File: src/rtl/serial_pkg.sv
// Shared definitions for the serial word transmitter: FSM state encoding,
// default word width and an even-parity helper.
package serial_pkg;

    typedef enum logic {
        IDLE  = 1'b0,
        SHIFT = 1'b1
    } state_t;

    localparam int SERIAL_WIDTH_DFLT = 8;

    // Even parity of a word zero-extended to 32 bits.
    function automatic logic even_parity32(input logic [31:0] v);
        return ^v;
    endfunction

endpackage

File: src/rtl/ser_shift_reg.sv
// Parallel-load, right-shifting register; bit 0 is the serial output bit.
module ser_shift_reg #(
    parameter int WIDTH = 8
) (
    input  logic             clk_i,
    input  logic             rst_n,
    input  logic             load_i,
    input  logic [WIDTH-1:0] load_val_i,
    input  logic             shift_i,
    output logic             lsb_o
);

    logic [WIDTH-1:0] sr_d;
    logic [WIDTH-1:0] sr_q;

    // Next-state: load has priority over shift, otherwise hold.
    always_comb begin
        sr_d = sr_q;
        if (load_i) begin
            sr_d = load_val_i;
        end else if (shift_i) begin
            sr_d = sr_q >> 1;
        end else begin
            sr_d = sr_q;
        end
    end

    // Shift register state.
    always_ff @(posedge clk_i or negedge rst_n) begin
        if (!rst_n) begin
            sr_q <= {WIDTH{1'b0}};
        end else begin
            sr_q <= sr_d;
        end
    end

    assign lsb_o = sr_q[0];

endmodule

File: src/rtl/serial_word_tx.sv
// Serialises WIDTH-bit words LSB first with a word-start marker.
// Optional macro SERIAL_WORD_TX_PARITY_EN appends an even-parity bit per frame.
module serial_word_tx
    import serial_pkg::*;
#(
    parameter int WIDTH = SERIAL_WIDTH_DFLT
) (
    input  logic             t_clk,
    input  logic             rst_n,
    input  logic [WIDTH-1:0] din,
    input  logic             din_valid,
    output logic             din_ready,
    output logic             ser_bit,
    output logic             ser_start,
    output logic             busy
);

    localparam int CNT_W = $clog2(WIDTH + 1);
`ifdef SERIAL_WORD_TX_PARITY_EN
    localparam logic [CNT_W-1:0] LAST_CNT = CNT_W'(WIDTH);
    localparam logic [CNT_W-1:0] LAST_DATA_CNT = CNT_W'(WIDTH - 1);
`else
    localparam logic [CNT_W-1:0] LAST_CNT = CNT_W'(WIDTH - 1);
`endif

    state_t           state_q;
    logic [CNT_W-1:0] cnt_q;
    logic             ser_start_q;
    logic             busy_q;
`ifdef SERIAL_WORD_TX_PARITY_EN
    logic             par_q;
`endif

    logic             last_s;
    logic             ready_s;
    logic             accept_s;
    logic             sr_load_s;
    logic [WIDTH-1:0] sr_val_s;
    logic             sr_shift_s;

    // Handshake: ready depends only on state and counter; gated off in reset.
    always_comb begin
        last_s   = (state_q == SHIFT) && (cnt_q == LAST_CNT);
        if (!rst_n) begin
            ready_s = 1'b0;
        end else begin
            ready_s = (state_q == IDLE) || last_s;
        end
        accept_s = ready_s && din_valid;
    end

    // Shift register control: load a new word, clear on return to idle,
    // otherwise advance one bit per cycle while shifting.
    always_comb begin
        sr_load_s  = 1'b0;
        sr_val_s   = {WIDTH{1'b0}};
        sr_shift_s = 1'b0;
        if (accept_s) begin
            sr_load_s = 1'b1;
            sr_val_s  = din;
        end else if (state_q == SHIFT) begin
            if (last_s) begin
                sr_load_s = 1'b1;
`ifdef SERIAL_WORD_TX_PARITY_EN
            end else if (cnt_q == LAST_DATA_CNT) begin
                sr_load_s = 1'b1;
                sr_val_s  = WIDTH'(par_q);
`endif
            end else begin
                sr_shift_s = 1'b1;
            end
        end else begin
            sr_shift_s = 1'b0;
        end
    end

    ser_shift_reg #(
        .WIDTH(WIDTH)
    ) u_shift (
        .clk_i      (t_clk),
        .rst_n      (rst_n),
        .load_i     (sr_load_s),
        .load_val_i (sr_val_s),
        .shift_i    (sr_shift_s),
        .lsb_o      (ser_bit)
    );

    // Frame FSM, bit counter and registered status outputs.
    always_ff @(posedge t_clk or negedge rst_n) begin
        if (!rst_n) begin
            state_q     <= IDLE;
            cnt_q       <= {CNT_W{1'b0}};
            ser_start_q <= 1'b0;
            busy_q      <= 1'b0;
`ifdef SERIAL_WORD_TX_PARITY_EN
            par_q       <= 1'b0;
`endif
        end else if (accept_s) begin
            state_q     <= SHIFT;
            cnt_q       <= {CNT_W{1'b0}};
            ser_start_q <= 1'b1;
            busy_q      <= 1'b1;
`ifdef SERIAL_WORD_TX_PARITY_EN
            par_q       <= even_parity32(32'(din));
`endif
        end else begin
            case (state_q)
                IDLE: begin
                    cnt_q       <= {CNT_W{1'b0}};
                    ser_start_q <= 1'b0;
                    busy_q      <= 1'b0;
                end
                SHIFT: begin
                    ser_start_q <= 1'b0;
                    if (last_s) begin
                        state_q <= IDLE;
                        cnt_q   <= {CNT_W{1'b0}};
                        busy_q  <= 1'b0;
                    end else begin
                        cnt_q   <= cnt_q + CNT_W'(1);
                        busy_q  <= 1'b1;
                    end
                end
                default: begin
                    state_q     <= IDLE;
                    cnt_q       <= {CNT_W{1'b0}};
                    ser_start_q <= 1'b0;
                    busy_q      <= 1'b0;
                end
            endcase
        end
    end

    assign din_ready = ready_s;
    assign ser_start = ser_start_q;
    assign busy      = busy_q;

endmodule

File: config.mk
export PLATFORM = sky130hd
export DESIGN_NAME = serial_word_tx
export DESIGN_NICKNAME = d
export VERILOG_FILES = /design/src/rtl/serial_pkg.sv /design/src/rtl/ser_shift_reg.sv /design/src/rtl/serial_word_tx.sv
export SDC_FILE = /design/constraint.sdc
export NUM_CORES = 1
export LEC_CHECK = 0
export CORE_AREA = 2 2 39 41
export DETAILED_ROUTE_END_ITERATION = 10
export DIE_AREA = 0 0 41 43
export PLACE_DENSITY = 0.77
export RECOVER_POWER = 25
export SLEW_MARGIN = 25
export SYNTH_ARGS = -nofsm -noshare
export SYNTH_HDL_FRONTEND = slang
export SYNTH_SLANG_ARGS = --single-unit
File: constraint.sdc
create_clock -name t_clk -period 3.33 [get_ports t_clk]
set_clock_uncertainty 0.1 [all_clocks]
set_input_delay 0.666 -clock t_clk [delete_from_list [all_inputs] [get_ports t_clk]]
set_output_delay 0.666 -clock t_clk [all_outputs]
set_load 0.05 [all_outputs]
; ---- Word-level counts from Yosys, hierarchy flattened
; Index checks and enable logic that the tools add are counted.
[classes]
reduce_logical = 4
n_addsub = 1
eq_ne = 1
n_bitwise = 1
mux = 17
[op_table]
columns = cell, n
row1 = $mux 8, 3
row2 = $mux 1, 10
row3 = $mux 4, 2
row4 = $pmux 4 s2, 1
row5 = $add 4x1->4 const B, 1
row6 = $eq 4x3->1 const B, 1
row7 = $logic_and 1x1->1, 2
row8 = $pmux 1 s2, 1
row9 = $reduce_bool 2->1, 1
row10 = $logic_or 1x1->1, 1
row11 = $not 1->1, 1
[word_totals]
input_bits = 11
elab_cells = 29
output_inout_bits = 4
regBits = 15

; ---- Longest topological paths before layout
[logic_depth]
ltp_word = 8
depth_mapped = 5
mapped_depth_nobuf = 4

; ---- Modules after synthesis
; Synthesis repeated with hierarchy kept, for this count alone.
[hier_totals]
cells_unflattened = 78
hier_area_um2 = 737.0
[by_module_without_submodules]
columns = module, cells_each, instances, area_per_inst_um2, seq_area_each_um2
row1 = ser_shift_reg, 34, 1, 369.1, 200.2
row2 = serial_word_tx, 44, 1, 367.9, 150.1

; ---- Worst setup path before layout
; Ideal clock, no wire load.
[synth_timing]
path_type = register -> output
start = reg busy (netlist name)
end = out din_ready
arrival_time_ns = 1.245
n_path_buf = 0
required_ns = 2.564
slack_ns = 1.319
path_stages_with_launch = 3
cell_sequence = dfrtp_1 > nand2_1 > and2_1
[synth_rtl]
columns = item, line_no
row1 = end: declaration, serial_word_tx.sv:12  ; output logic din_ready,

; ---- Worst setup path after layout
[layout_timing]
start = in rst_n
end = out din_ready
[layout_via]
elab_chain_cells = 1
[layout_lines]
columns = item, line_no
row1 = start: declaration, serial_word_tx.sv:9  ; input logic rst_n,
row2 = $mux 1, serial_word_tx.sv:44  ; if (!rst_n) begin
; Every way passes these cells.

==> results <==
- Sequential cells were found to cover 57.73% of the synthesized design area.
- After detailed placement, the design holds a cell count of 80.
- The cts-stage hold buffer count is 0.
- The post-detailed-route via-to-cell ratio is about 5.4.
- Buffers placed on the I/O ports in this run total 14.
- The final wirelength is 1166 µm.
- The insertion delay of the later-clocked pin in the worst-skew pair is 0.28 ns.
- The cell with the biggest individual delay on the critical path is dlygate4sd3_1.
- The total of cells resized after clock tree synthesis is 0.
- The region available for standard cell placement spans 0.001384 mm².
- After synthesis the cells add up to 606.8 µm².
- The share of synthesized area in the top cell type comes to 57.73%.
- The starting density of the core is a little over two fifths.
- The count of final hold-check violations is 0.
- The shortest period the worst path allows is 2.551 ns.
- The critical path arrival is 1.78 ns.
- The number of distinct library cell variants in the gate-level netlist after synthesis is 17.
- For this run the aggregate overflow at the end of global routing stands at 0.
- Leaving out fill and tap cells, the most frequent cell in the layout is dfrtp_1.
- The hold slack is 0.3770 ns.
- The CTS buffer count is 3.
- For this design the ratio of total power to cell area is 818.2 mW/mm².
- The aggregate global-route resource usage is 17.11%.
- For this block, the initial DRC count from the detailed router was 7.
- The flow ran to the end, and the final reports show no timing, DRC or antenna violations.
- The final number of max-transition violations is 0.
- The largest fanout on the critical path is 9.
- Setup repair after global routing left no endpoint under its margin.
- The number of buffers on the longest clock path is 2.
- The top cell types in the final layout, fill and taps aside, are dfrtp_1 (14), clkdlybuf4s50_1 (12), and2_1 (7).
- The floorplan step set the die height to approximately 43 µm.
- The part of the cycle the worst path needs is 76.59%.
- Sorting the synthesized cells by area gives the leading types as dfrtp_1 (58%), a221o_1 (9.9%), and2_1 (8.2%), nand3_1 (3.3%), nand3b_4 (3.3%).
- Measured against its own limit, the worst slew margin works out to 59.21%.
- The final setup violation count is 0.
- In this run the number of H-tree levels came out at 1.
- Relative to the synthesized area, the layout overhead comes to 31.75%.
- The floorplan step set the die width to slightly above 40 µm.
- The layout cell share with drive strength beyond 1 is under 10%.
- In the routed design, unresolved DRC markers number 0.
- The flop and latch count out of synthesis is 14.
- The peak per-stage delay on the critical path is 0.73 ns.
- The summed negative setup slack over all endpoints is 0 ns.
- The clock sink count is 14.
- After synthesis, the largest family of logic cells by area is simple AND/OR/NAND/NOR gates.
- Fill cells in the final layout number 131.
- For this design the top-level I/O count stands at 15.
- For this run, the number of standard cells in the final layout without fillers is 84.
- The number of antenna violations at the first check in global routing is 0.
- The tool flagged a number of max-cap violations equal to 0.
- Clock-pin slew was measured on the worst setup and hold paths at ~0.080 ns.
- The number of nets handed over by synthesis was 62.
- TritonCTS built the clock tree.
- Of all cell types, the one taking the most synthesized area is dfrtp_1.
- Traced cell by cell, the critical path runs through dlygate4sd3_1 -> and2_1 -> buf_12.
- Once detail routing completed, the nets flagged for antenna violations numbered 0.
- In this run the static leakage power is 0.3612 nW.
- After detailed routing, the average wire length per cell comes to 13.88 µm.
- The post-CTS setup-driven buffer insertion count is 0.
- The overall via count from detail_route is 455.
- Data on the critical path is required at its endpoint by 2.56 ns.
- VDD sags by at most approximately 0.38 mV.
- In the synthesized netlist, mux cells make up 0% of the area.
- Summing the areas of all fa, ha and maj instances in the mapped netlist gives 2.062% of the synthesized area.
- The total inserted antenna cells is 0.
- The die footprint is 0.001763 mm².
- The via count of the first global-routing pass is 465.
- The fmax is 0.3921 GHz.
- The number of warnings printed during yosys synthesis is 0.
- The final estimated routing congestion in global placement is 0.7855.
- Of the total synthesized cell area, the portion taken by AND, OR, NAND and NOR gates is 21.44%.
- The synthesized area per cell is 12.14 µm².
- The first TritonRoute pass finished after 4 iterations.
- The net count reported at finish is 81.
- Summing the areas of all compound-gate instances in the mapped netlist gives 15.05% of the synthesized area.
- Counting every instance in the synthesized netlist gives 50.
- STA classifies the critical path startpoint as an input port.
- The class of the most critical setup path is input port to output pin.
- In this run the clock root is driven by a clkbuf_4.
- The slew at the pin closest to its max-slew limit is 0.6118 ns.
- In this run the core area contains 14 standard-cell rows.
- The post-detailed-placement half-perimeter wirelength is 865.6 µm.
- The first global-routing pass estimated between 1500 and 2000 µm of wire.
- Entering global routing, the biggest net connects 12 pins.
- The worst hold path class is flop to flop.
- The endpoint class of the critical path is an output pin.
- The XOR/XNOR share of the synthesized area is 2.887%.
per-layer routing:
| layer | routed length (µm) | global-route usage [%] |
|---|---|---|
| met1 | 512 | 20.96 |
| met2 | 594 | 25.62 |
| met3 | 42 | 3.141 |
| met4 | 16 | 12.00 |
| met5 | 0 | 0 |
where the power goes:
| part | internal, W | switching [W] |
|---|---|---|
| logic | 0.000116 | 0.000142 |
| clock network | 0.0000666 | 0.0000546 |
| registers | 0.000229 | 0.0000462 |
sequential cells by signal, summed over array words and instances, names as in the netlist:
signal	flops
busy	1
u_shift.sr_q	8
cnt_q	4
ser_start	1
cell families (layout without fill, tap and decap cells):
| family | count (synthesis) | after routing |
|---|---|---|
| XOR/XNOR | 2 | 2 |
| AND/OR/NAND/NOR | 21 | 21 |
| AO/OA/AOI/OAI | 11 | 11 |
| adder cells (fa/ha/maj) | 1 | 1 |
| buffers and inverters | 1 | 19 |
| flip-flops | 14 | 14 |
Yosys cell counts, drive strengths merged:
cell type  number
a21boi          1
a21oi           2
a221o           6
and2            9
and3            1
clkbuf          1
dfrtp          14
ha              1
nand2           3
nand3           4
nand3b          2
nor2            2
o21ai           1
o221ai          1
xor2            2
cell type report:
| class | count | area (µm²) | share of cell area, % |
|---|---|---|---|
| Multi-Input combinational cell | 35 | 239.0 | 29.89 |
| Sequential cell | 14 | 350.3 | 43.82 |
| Timing Repair Buffer | 15 | 153.9 | 19.25 |
| Tap cell | 16 | 20.02 | 2.504 |
| Clock buffer | 4 | 36.28 | 4.538 |
final timing paths:
kind | startpoint | endpoint | slack [ns] | cells after the start
max in group asynchronous | rst_n | u_shift.sr_q[0] | 1.71 | 2
min reg2reg | cnt_q[0] | cnt_q[0] | 0.38 | 1
max | rst_n | din_ready | 0.78 | 3
min | cnt_q[0] | cnt_q[0] | 0.38 | 1
min in group asynchronous | rst_n | u_shift.sr_q[4] | 0.61 | 1
max reg2reg | cnt_q[0] | u_shift.sr_q[6] | 1.54 | 4
worst max-delay path, delay by kind of cell:
family | cells | cell delay [ns]
buffers and inverters | 2 | 0.88
and+or+nand+nor | 1 | 0.24
through the flow:
step	total power, W	utilization, %	instance area (µm²)	setup slack (ns)
final	0.0006542	57.78	799.5	0.7795
after global routing	0.0006954	57.78	799.5	0.6947
after CTS	0.0006711	58.95	815.8	0.8334
after detailed placement	0.0005486	56.33	779.5	0.8362
after global placement	0.0005409	56.33	779.5	0.8654
after floorplan	0.0004565	-	606.8	1.319
Power figures use the tool's default switching activity.
